### config.mk
export PLATFORM = sky130hd
export DESIGN_NAME = kcpsm6_io_ports
export DESIGN_NICKNAME = d
export VERILOG_FILES = /design/src/rtl/kcpsm6_io_ports.sv
export SDC_FILE = /design/constraint.sdc
export NUM_CORES = 1
export LEC_CHECK = 0
export CORE_MARGIN = 1
export CORE_UTILIZATION = 42
export DETAILED_ROUTE_END_ITERATION = 12
export GPL_TIMING_DRIVEN = 0
export PLACE_DENSITY_LB_ADDON = 0.2
export SLEW_MARGIN = 40
export SYNTH_ARGS = -nofsm -noshare
export SYNTH_HDL_FRONTEND = slang
export SYNTH_SLANG_ARGS = --single-unit
### constraint.sdc
create_clock -name clk -period 1.2 [get_ports clk]
set_input_delay 0.24 -clock clk [delete_from_list [all_inputs] [get_ports clk]]
set_output_delay 0.24 -clock clk [all_outputs]
set_load 0.02 [all_outputs]
### src/rtl/kcpsm6_io_ports.sv
// Port-mapped I/O block for the KCPSM6 bus: synchronised input channels with change flags,
// write-1-to-clear status, interrupt mask with level irq, and strobed output registers.
module kcpsm6_io_ports #(
  parameter int         NUM_IN      = 4,
  parameter int         IN_WIDTH    = 2,
  parameter int         NUM_OUT     = 1,
  parameter logic [7:0] IN_BASE     = 8'h01,
  parameter logic [7:0] OUT_BASE    = 8'h05,
  parameter logic [7:0] STAT_ADDR   = 8'h10,
  parameter logic [7:0] MASK_ADDR   = 8'h11,
  parameter int         SYNC_STAGES = 2
) (
  input  logic                         clk,
  input  logic                         rdl_n,
  input  logic [7:0]                   port_id,
  input  logic                         write_strobe,
  input  logic                         k_write_strobe,
  input  logic                         read_strobe,
  input  logic [7:0]                   out_port,
  output logic [7:0]                   in_port,
  input  logic [NUM_IN*IN_WIDTH-1:0]   in_data,
  output logic [NUM_OUT*8-1:0]         out_data,
  output logic [NUM_OUT-1:0]           out_wr,
  output logic                         irq
);

  localparam int DW = NUM_IN * IN_WIDTH;

  function automatic bit f_overlap(input int a, input int na, input int b, input int nb);
    return (a < b + nb) && (b < a + na);
  endfunction

  localparam bit ADDR_CLASH =
      f_overlap(int'(IN_BASE),   NUM_IN,  int'(OUT_BASE),  NUM_OUT) ||
      f_overlap(int'(IN_BASE),   NUM_IN,  int'(STAT_ADDR), 1)       ||
      f_overlap(int'(IN_BASE),   NUM_IN,  int'(MASK_ADDR), 1)       ||
      f_overlap(int'(OUT_BASE),  NUM_OUT, int'(STAT_ADDR), 1)       ||
      f_overlap(int'(OUT_BASE),  NUM_OUT, int'(MASK_ADDR), 1)       ||
      f_overlap(int'(STAT_ADDR), 1,       int'(MASK_ADDR), 1);

  localparam bit PARAM_RANGE_BAD =
      (NUM_IN < 1) || (NUM_IN > 8) || (IN_WIDTH < 1) || (IN_WIDTH > 8) ||
      (NUM_OUT < 1) || (NUM_OUT > 8) || (SYNC_STAGES < 2) || (SYNC_STAGES > 3);

  if (ADDR_CLASH) begin : g_addr_clash
    $error("kcpsm6_io_ports: IN/OUT/STAT/MASK port address ranges overlap");
  end
  if (PARAM_RANGE_BAD) begin : g_param_range
    $error("kcpsm6_io_ports: parameter out of supported range");
  end

  logic [DW-1:0]      r_sync [SYNC_STAGES];
  logic [DW-1:0]      r_prev;
  logic [2:0]         r_prime_cnt;
  logic [NUM_IN-1:0]  r_flags;
  logic [NUM_IN-1:0]  r_mask;
  logic               r_irq;
  logic [7:0]         r_in_port;
  logic [NUM_OUT*8-1:0] r_out;
  logic [NUM_OUT-1:0] r_wr;

  logic [DW-1:0]      w_sync;
  logic               w_prime;
  logic [NUM_IN-1:0]  w_change;
  logic [NUM_IN-1:0]  w_clr;
  logic               w_stat_wr;
  logic               w_mask_wr;
  logic [NUM_OUT-1:0] w_wr;
  logic [7:0]         w_rd;

  assign w_sync    = r_sync[SYNC_STAGES-1];
  // Compare stays off until the chain and prev both hold post-reset samples.
  assign w_prime   = (r_prime_cnt == 3'(SYNC_STAGES + 1));
  assign w_stat_wr = write_strobe && (port_id == STAT_ADDR);
  assign w_mask_wr = write_strobe && (port_id == MASK_ADDR);
  assign w_clr     = w_stat_wr ? out_port[NUM_IN-1:0] : {NUM_IN{1'b0}};

  for (genvar j = 0; j < NUM_OUT; j++) begin : g_out_dec
    localparam logic [7:0] ADDR  = 8'(int'(OUT_BASE) + j);
    localparam logic [3:0] KADDR = 4'(int'(OUT_BASE[3:0]) + j);
    assign w_wr[j] = (write_strobe   && (port_id == ADDR)) ||
                     (k_write_strobe && (port_id[3:0] == KADDR));
  end

  // Per-channel change detection between synchronised sample and its delayed copy
  always_comb begin
    w_change = {NUM_IN{1'b0}};
    for (int i = 0; i < NUM_IN; i++) begin
      w_change[i] = w_prime && (w_sync[i*IN_WIDTH +: IN_WIDTH] != r_prev[i*IN_WIDTH +: IN_WIDTH]);
    end
  end

  // Read data mux; address ranges are disjoint so the terms can be OR-ed
  always_comb begin
    w_rd = 8'h00;
    for (int i = 0; i < NUM_IN; i++) begin
      w_rd = w_rd | ((port_id == 8'(int'(IN_BASE) + i)) ? 8'(w_sync[i*IN_WIDTH +: IN_WIDTH]) : 8'h00);
    end
    w_rd = w_rd | ((port_id == STAT_ADDR) ? 8'(r_flags) : 8'h00);
    w_rd = w_rd | ((port_id == MASK_ADDR) ? 8'(r_mask)  : 8'h00);
  end

  // Input synchroniser, previous-value stage and prime counter
  always_ff @(posedge clk or negedge rdl_n) begin
    if (!rdl_n) begin
      for (int s = 0; s < SYNC_STAGES; s++) r_sync[s] <= '0;
      r_prev      <= '0;
      r_prime_cnt <= 3'd0;
    end else begin
      r_sync[0] <= in_data;
      for (int s = 1; s < SYNC_STAGES; s++) r_sync[s] <= r_sync[s-1];
      r_prev <= w_sync;
      if (!w_prime) r_prime_cnt <= r_prime_cnt + 3'd1;
    end
  end

  // Status flags (set beats clear), mask, irq and registered read data
  always_ff @(posedge clk or negedge rdl_n) begin
    if (!rdl_n) begin
      r_flags   <= {NUM_IN{1'b0}};
      r_mask    <= {NUM_IN{1'b0}};
      r_irq     <= 1'b0;
      r_in_port <= 8'h00;
    end else begin
      r_flags   <= (r_flags & ~w_clr) | w_change;
      if (w_mask_wr) r_mask <= out_port[NUM_IN-1:0];
      r_irq     <= |(r_flags & r_mask);
      r_in_port <= w_rd;
    end
  end

  // Output registers and their one-cycle write pulses
  always_ff @(posedge clk or negedge rdl_n) begin
    if (!rdl_n) begin
      r_out <= '0;
      r_wr  <= {NUM_OUT{1'b0}};
    end else begin
      r_wr <= w_wr;
      for (int j = 0; j < NUM_OUT; j++) begin
        if (w_wr[j]) r_out[j*8 +: 8] <= out_port;
      end
    end
  end

  assign in_port  = r_in_port;
  assign out_data = r_out;
  assign out_wr   = r_wr;
  assign irq      = r_irq;

  kcpsm6_io_ports_chk u_chk (
    .clk          (clk),
    .rdl_n        (rdl_n),
    .write_strobe (write_strobe),
    .read_strobe  (read_strobe)
  );

endmodule

// Bus protocol checker: KCPSM6 never issues INPUT and OUTPUT strobes together.
module kcpsm6_io_ports_chk (
  input logic clk,
  input logic rdl_n,
  input logic write_strobe,
  input logic read_strobe
);
  a_no_rd_wr: assert property (@(posedge clk) disable iff (!rdl_n) !(write_strobe && read_strobe));
endmodule

After elaboration in Yosys (flattened, before gate mapping)
Cells that the tools add are included.
{ "totals": {"out_inout_bits": 18, "register_bits": 49, "input_bits": 29, "wordCells": 50} }
{ "classes": {"n_mux": 7, "addsub": 1, "bitwise_logic": 9, "n_reduce_logical": 10, "eq_ne": 13} }
{ "ops": {"columns": ["op", "count"], "rows": [
  ["$eq 8x2->1 const B", 2],
  ["$eq 8x3->1 const B", 2],
  ["$eq 8x5->1 const B", 2],
  ["$mux 4", 3],
  ["$and 4x4->4", 2],
  ["$eq 8x1->1 const B", 1],
  ["$logic_and 1x1->1", 8],
  ["$mux 2", 4],
  ["$ne 2x2->1", 4],
  ["$or 4x4->4", 2],
  ["$or 2x2->2", 3],
  ["$eq 4x3->1 const B", 1],
  ["$not 4->4", 1],
  ["$or 2x4->4", 1],
  ["$reduce_or 4->1", 1],
  ["$add 3x1->3 const B", 1],
  ["$eq 3x2->1 const B", 1],
  ["$logic_or 1x1->1", 1]
]} }

Longest topological paths before layout
Gate-level depths: netlist of run 1.
{ "logic_depth": {"depth_word": 7, "mapped_depth": 5, "depth_no_buf": 4} }

Least setup slack after synthesis of run 1
No wires, ideal clock.
{ "synth_path": {"path_type": "input to register", "startpoint": "in port_id[7]", "endpoint": "reg r_mask[0]", "setup_ns": 0.125, "arrival_ns": 1.504, "slack_ns": -0.429, "path_stages": 5, "path_buffers": 1, "required_time_ns": 1.075, "cell_sequence": "or4_4 -> nor2_4 -> and3_1 -> buf_6 -> mux2_4"} }
{ "synth_via": {"elab_chain_cells": 2} }
{ "synth_rtl": {"columns": ["element", "line_no", "text"], "rows": [
  ["start: declaration", "15", "input logic [7:0] port_id,"],
  ["$eq 8x5->1", "75", "assign w_mask_wr = write_strobe && (port_id == MASK_ADDR);"],
  ["$logic_and 1x1->1", "75", null],
  ["end signal: assignment", "121", "r_mask <= {NUM_IN{1'b0}};"],
  ["end signal: assignment", "126", "if (w_mask_wr) r_mask <= out_port[NUM_IN-1:0];"],
  ["end: declaration", "56", "logic [NUM_IN-1:0] r_mask;"]
]} }
Every way passes these cells.
A chain may end at the register's enable or synchronous reset.

Worst setup path after layout of run 1
{ "layout_path": {"startpoint": "in port_id[4]", "endpoint": "reg r_out[0], in the netlist out_data[0]"} }
{ "layout_via": {"elab_chain_cells": 3} }
{ "layout_rtl": {"columns": ["element", "line_no", "text"], "rows": [
  ["$eq 8x3->1", "81", "assign w_wr[j] = (write_strobe && (port_id == ADDR)) ||"],
  ["$logic_and 1x1->1", "81", null],
  ["$logic_or 1x1->1", "81", null],
  ["named net w_wr", "68", "logic [NUM_OUT-1:0] w_wr;"],
  ["end signal: indexed assignment", "140", "if (w_wr[j]) r_out[j*8 +: 8] <= out_port;"],
  ["end: declaration", "59", "logic [NUM_OUT*8-1:0] r_out;"]
]} }
The timed path passes the listed nets, and every way through them passes these cells.

==> results.toml, run 1 <==
[power]
comb_power_share = 0.148
p_sw_frac = 0.231
p_seq_frac = 0.487
ir_drop_v = 0.000762
p_int_mw = 2.89
p_sw_mw = 0.870
p_per_area_nw_per_um2 = 1400
clkPwrFrac = 0.364
power.total_mw = 3.76
p_leak_nw = 1.20

[worst_setup_path]
crit_fanout = 5
path_cells = "buf_8 > or4_4 > nor2_4 > o2111a_1 > buf_6 > mux2_4"
required_ps = 1390
cpMaxStageDelayCell = "or4_4"
rr_startpoint = "r_prime_cnt[1]"
rr_endpoint = "r_prime_cnt[1]"
critPathArrivalTime_ps = 1680
path_class = "in2reg"
cp-end-kind = "flop"
reg2reg_depth = 3
cp-start-kind = "input port"
cp_slowest_stage_delay_ps = 550
timing.reg2reg.setup_slack_ps = 20

[synth]
synth-seq-cells = 49
synth_fa_ha_area_frac = 0.0132
synth_top_area_frac = 0.648
synth_compound_area_frac = 0.0522
ys_seq_area_frac = 0.648
syn_area_um2 = 1890
synth_top_family_by_area = "multiplexers"
synthCells = 130
yosysUniqueCellTypes = 29
synthMuxAreaShare = 0.120
synth_top_cell_by_area = "dfrtp_1"
yosysWarningCount = 0
postSynthAreaPerCell_um2 = 14.6
yosys-top-cells-area = "dfrtp_1, mux2_2, xnor2_1"
yosys.area_share.simple = 0.0879
synthXorXnorAreaFrac = 0.0416

[cells_and_area]
drive_gt1_frac = 0.413
utilization = 0.616
final_cell_area_um2 = 2680
layout.nets = 226
synthToLayoutAreaGrowth_pct = 41.8
fillCellCount = 331
layoutNonFillerInstCount = 248
diodes = 0

[sta]
max_freq_ghz = 0.671
fin_tns_setup_ps = -3730
timing.final.crit_share = 1.24
hold_slack_ps = 237
layout_min_cycle_time_ps = 1490
final-setup-viol-count = 19
rsz0062_at_grt = "yes"
hold_viol = 0
fin_ws_ps = -290
fin_worst_skew_ps = 4.22
maxSlewViolCount = 0

[route]
wl_per_cell_um = 15.3
drc_errors = 0
vias = 1198
drt_pass1_iterations = 4
routed_wl_mm = 3.80
ant_nets = 0
drt_iter0_markers = 47
vias_per_cell = 4.83

[clock_network]
cts_buffers = 5
clkLatencyLatePin_ps = 300
cts-root-buf = "clkbuf_8"
cts.reportedPaths.clkPinSlew_ps = 90
htree_num_levels = 2
clk_path_buf_depth = 2
cts.sinks = 49
cts_tree = "built"

[job]
maxCapViolations = 0

[placement]
dp.final_hpwl_mm = 2.51
placed_cell_area_um2 = 2430
dp_slack_ps = -1000
place.gp.congestion = 0.816
port_buffers = 41
dp.cells = 227

[die]
core_area_um2 = 4350
die_area_um2 = 4780
io-pin-count = 47
start_util = 0.435
die_h_um = 69.1
die_w_um = 69.1
row_count = 24

[grt]
grt_pass1_wl_mm = 6.31
track_usage = 0.176
overflow = 0
antenna_found_initial = 0
grt_pass1_vias = 1291
grt_max_degree = 48

[worst_hold_path]
hold_path_depth = 4
hp-class = "in2reg"
hp-start = "port_id[3]"
holdPathEnd = "in_port[0]"

[run_status]
violations = "negative setup slack"
status = "finished, violations left"
==> sequential cells by signal (all words and copies together), names as in the netlist <==
register,flops
out_data,8
in_port,4
r_prev,8
r_sync,8
irq,1
out_wr,1
r_mask,4
r_flags,4
w_sync,8
r_prime_cnt,3
==> power by group through the flow <==
stage,clock network (mW),logic [mW],registers [mW]
detailed placement,0,0.561,1.86
CTS,1.39,0.588,1.83
floorplan,0,0.164,1.94
finish,1.37,0.558,1.83
global placement,0,0.546,1.86
global route,1.46,0.596,1.85
==> worst max-delay path: cells and delay by family <==
kind | cells | cell delay, ps
muxes | 1 | 310
AOI/OAI and AO/OA | 1 | 240
buffers and inverters | 2 | 250
and+or+nand+nor | 2 | 640
==> logic make-up (layout without fill, tap and decap cells) <==
family                     Yosys count  after routing
DFF                                 49             49
and+or+nand+nor                     28             28
muxes                               19             19
AOI/OAI and AO/OA                   12             12
buffers and inverters               10             73
xor gates and xnor gates             9              9
adders and majority gates            2              2
other                                1              4
==> how the worst max path moves through the flow <==
| stage | end | slack (ps) | from |
|---|---|---|---|
| 5_1_grt | out_data[0] | -320 | port_id[4] |
| 3_5_place_dp | r_mask[1] | -1000 | port_id[1] |
| 2_1_floorplan | r_mask[0] | -410 | port_id[2] |
| 3_3_place_gp | r_sync[14] | -1330 | rdl_n |
| 4_1_cts | out_data[0] | -310 | port_id[6] |
| 6_report | out_data[0] | -290 | port_id[4] |
==> placed cells by master (no fill, tap or decap), types with 3 or more instances in the layout <==
| cell type | count |
|---|---|
| nor2_1 | 3 |
| clkbuf_8 | 6 |
| clkdlybuf4s15_2 | 3 |
| clkdlybuf4s50_1 | 17 |
| conb_1 | 4 |
| buf_2 | 13 |
| a22o_1 | 4 |
| nand2_1 | 12 |
| xnor2_1 | 9 |
| mux2_2 | 4 |
| buf_6 | 7 |
| buf_4 | 15 |
| dfrtp_1 | 49 |
| mux2_4 | 13 |
==> Yosys cell counts, drive strengths merged <==
master and instances:
nor2b 1, nor3 1, or2 1, buf 6, mux2i 2, xnor2 9, or4 2, o211ai 2
and3 1, conb 1, ha 2, dfrtp 49, nand2 12, nor4 1, o21ai 1, a22oi 2
clkbuf 2, or3b 1, inv 2, nand3 2, o2111a 1, a22o 4, a32oi 2, nor4b 1
nor2 5, mux2 17
==> metal layers <==
layer | vias up | wire length, µm | track usage
li1 | 571 | - | -
met1 | 600 | 1540 | 0.201
met2 | 22 | 2110 | 0.305
met3 | 5 | 100 | 0.0482
met4 | 0 | 46 | 0.0794
met5 | - | 0 | 0
==> cell type report <==
cell class | instances | area, µm² | area share
multi-input combinational | 74 | 694 | 0.259
clock inverter | 3 | 65.1 | 0.0242
tap | 52 | 65.1 | 0.0242
sequential | 49 | 1230 | 0.457
timing repair buffer | 57 | 502 | 0.187
inverter | 2 | 7.51 | 0.00280
buffer | 6 | 55.1 | 0.0205
clock buffer | 5 | 68.8 | 0.0256
==> what timing repair did <==
item / CTS / global route
hold endpoints to repair: 49 / 0
endpoints found under the setup margin: 36 / 30
setup buffers: 7 / 6
hold buffers: 1 / 0
resized for setup: 96 / 18
pin swaps: 13 / 9
cloned: 1 / 0
Power figures use the tool's default switching activity.
==> run 2: changes to the inputs <==
DONT_BUFFER_PORTS = 1   (was default)
==> run 2 against run 1 <==
  * The flow finishes with violations (negative hold slack, negative setup slack)
  * Worst setup slack better by 110 ps
  * First-iteration DRC count is 68% lower
  * Power is 18% lower
  * Combinational power is 60% lower
  * Design area is 17% lower
  * Critical path depth is 1 lower
  * Die area stayed put
  * Clock skew hardly changed
  * Register-to-register slack hardly changed
  * Via count is 14% lower
  * Maximum frequency is 8.0% higher
  * Sequential power is 5% higher
  * Highest routed layer unchanged
==> results.toml, run 2 (same netlist as run 1, synthesis figures left out) <==
[run_status]
status = "finished, violations left"
violations = "negative hold slack, negative setup slack"

[sta]
fin_ws_ps = -179
rsz0062_at_grt = "yes"
final-setup-viol-count = 13
max_freq_ghz = 0.725
fin_worst_skew_ps = 4.51
maxSlewViolCount = 0
hold_viol = 49
layout_min_cycle_time_ps = 1380
timing.final.crit_share = 1.15
hold_slack_ps = -376

[die]
die_w_um = 69.1
core_area_um2 = 4350
io-pin-count = 47
die_area_um2 = 4780
die_h_um = 69.1
row_count = 24
start_util = 0.435

[route]
drt_pass1_iterations = 4
wl_per_cell_um = 15.4
drc_errors = 0
vias = 1036
ant_nets = 0
drt_iter0_markers = 15
routed_wl_mm = 3.16
vias_per_cell = 5.03

[power]
p_per_area_nw_per_um2 = 1390
ir_drop_v = 0.000909
p_leak_nw = 0.947

[clock_network]
clkLatencyLatePin_ps = 300
cts_tree = "built"
cts.sinks = 49
cts.reportedPaths.clkPinSlew_ps = 90
cts_hold_buf = 8
cts-root-buf = "clkbuf_8"
clk_path_buf_depth = 2
cts_buffers = 5
htree_num_levels = 2

[worst_setup_path]
critPathArrivalTime_ps = 1570
cp_slowest_stage_delay_ps = 530
required_ps = 1390
path_class = "in2reg"
path_cells = "or4_4 > nor2_2 > o2111a_2 > buf_6 > mux2_2"
cp-start-kind = "input port"
cpMaxStageDelayCell = "or4_4"
cp-end-kind = "flop"
rr_startpoint = "r_prime_cnt[1]"
crit_fanout = 5
cp-startpoint = "port_id[5]"

[placement]
dp.final_hpwl_mm = 2.23
dp.cells = 185
port_buffers = 0
place.gp.congestion = 0.732
placed_cell_area_um2 = 2000
dp_slack_ps = -493

[cells_and_area]
final_cell_area_um2 = 2230
layout_common_cells = "dfrtp_1, nand2_1, buf_4"
layout.nets = 184
synthToLayoutAreaGrowth_pct = 18.0
final_common_cell = "dfrtp_1"
drive_gt1_frac = 0.325
layoutNonFillerInstCount = 206
diodes = 0
utilization = 0.513

[job]
maxCapViolations = 0

[grt]
grt_pass1_wl_mm = 5.35
grt_pass1_vias = 1107
overflow = 0
grt_max_degree = 50
track_usage = 0.146
antenna_found_initial = 0

[worst_hold_path]
hp-class = "in2async"
## run 2: cell count changes in the layout (fill, tap and decap cells not counted), sizes merged
cell	delta
buf	-26
bufinv	-2
clkdlybuf4s15	-3
clkdlybuf4s50	-17
clkinv	-1
clkinvlp	+2
dlygate4sd2	-2
dlygate4sd3	+7
## run 2: cell type report
| cell class | count | area, µm² |
|---|---|---|
| fill | 363 | 2120 |
| sequential | 49 | 1230 |
| multi-input combinational | 74 | 664 |
| timing repair buffer | 15 | 136 |
| clock buffer | 6 | 72.6 |
| tap | 52 | 65.1 |
| buffer | 6 | 46.3 |
| clock inverter | 2 | 15.0 |
| inverter | 2 | 7.51 |
## run 2: routing by layer
metal / up-vias / part of all wire / global-route usage
met1: 524 / 0.42 / 0.177
met4: 0 / 0.019 / 0.0544
li1: 486 / - / -
met3: 5 / 0.043 / 0.0512
met2: 21 / 0.52 / 0.241
met5: - / 0 / 0
## run 2: path summary, 6_finish.rpt
check	end	slack (ps)	cells past startpoint
worst min-delay path	irq	-380	0
max in group asynchronous	r_prev[1]	1490	0
min in group clk	r_mask[3]	80	1
worst max register to register	r_prime_cnt[1]	20	3
worst min register to register	w_sync[4]	350	0
worst max-delay path	out_data[6]	-180	5
## run 2: power breakdown
group | leakage [nW] | total [mW] | switching [mW] | internal [mW]
clock network | 0.0374 | 0.945 | 0.534 | 0.411
registers | 0.582 | 1.93 | 0.164 | 1.77
logic | 0.327 | 0.225 | 0.0776 | 0.147
total | 0.947 | 3.10 | 0.775 | 2.33
## run 2: metrics by stage
stage | TNS (ps) | power, mW
after CTS | -1540 | 3.12
after global placement | -7720 | 2.14
after floorplan | -6440 | 2.11
after global routing | -1720 | 3.23
final | -1500 | 3.10
after detailed placement | -8180 | 2.15
## run 2: what timing repair did
| action | 4_1_cts | 5_1_grt |
|---|---|---|
| endpoints found under the hold margin | 57 | 49 |
| buffers inserted | 3 | 3 |
| gates resized for setup | 7 | 6 |
| pin swaps | 5 | 4 |
| endpoints found under the setup margin | 17 | 18 |
| cloned | 1 | 0 |
## run 2: worst max-delay path, delay by kind of cell
kind / cells / cell delay, ps
buffers and inverters: 1 / 130
muxes: 1 / 330
AOI/OAI and AO/OA: 1 / 230
and+or+nand+nor: 2 / 630
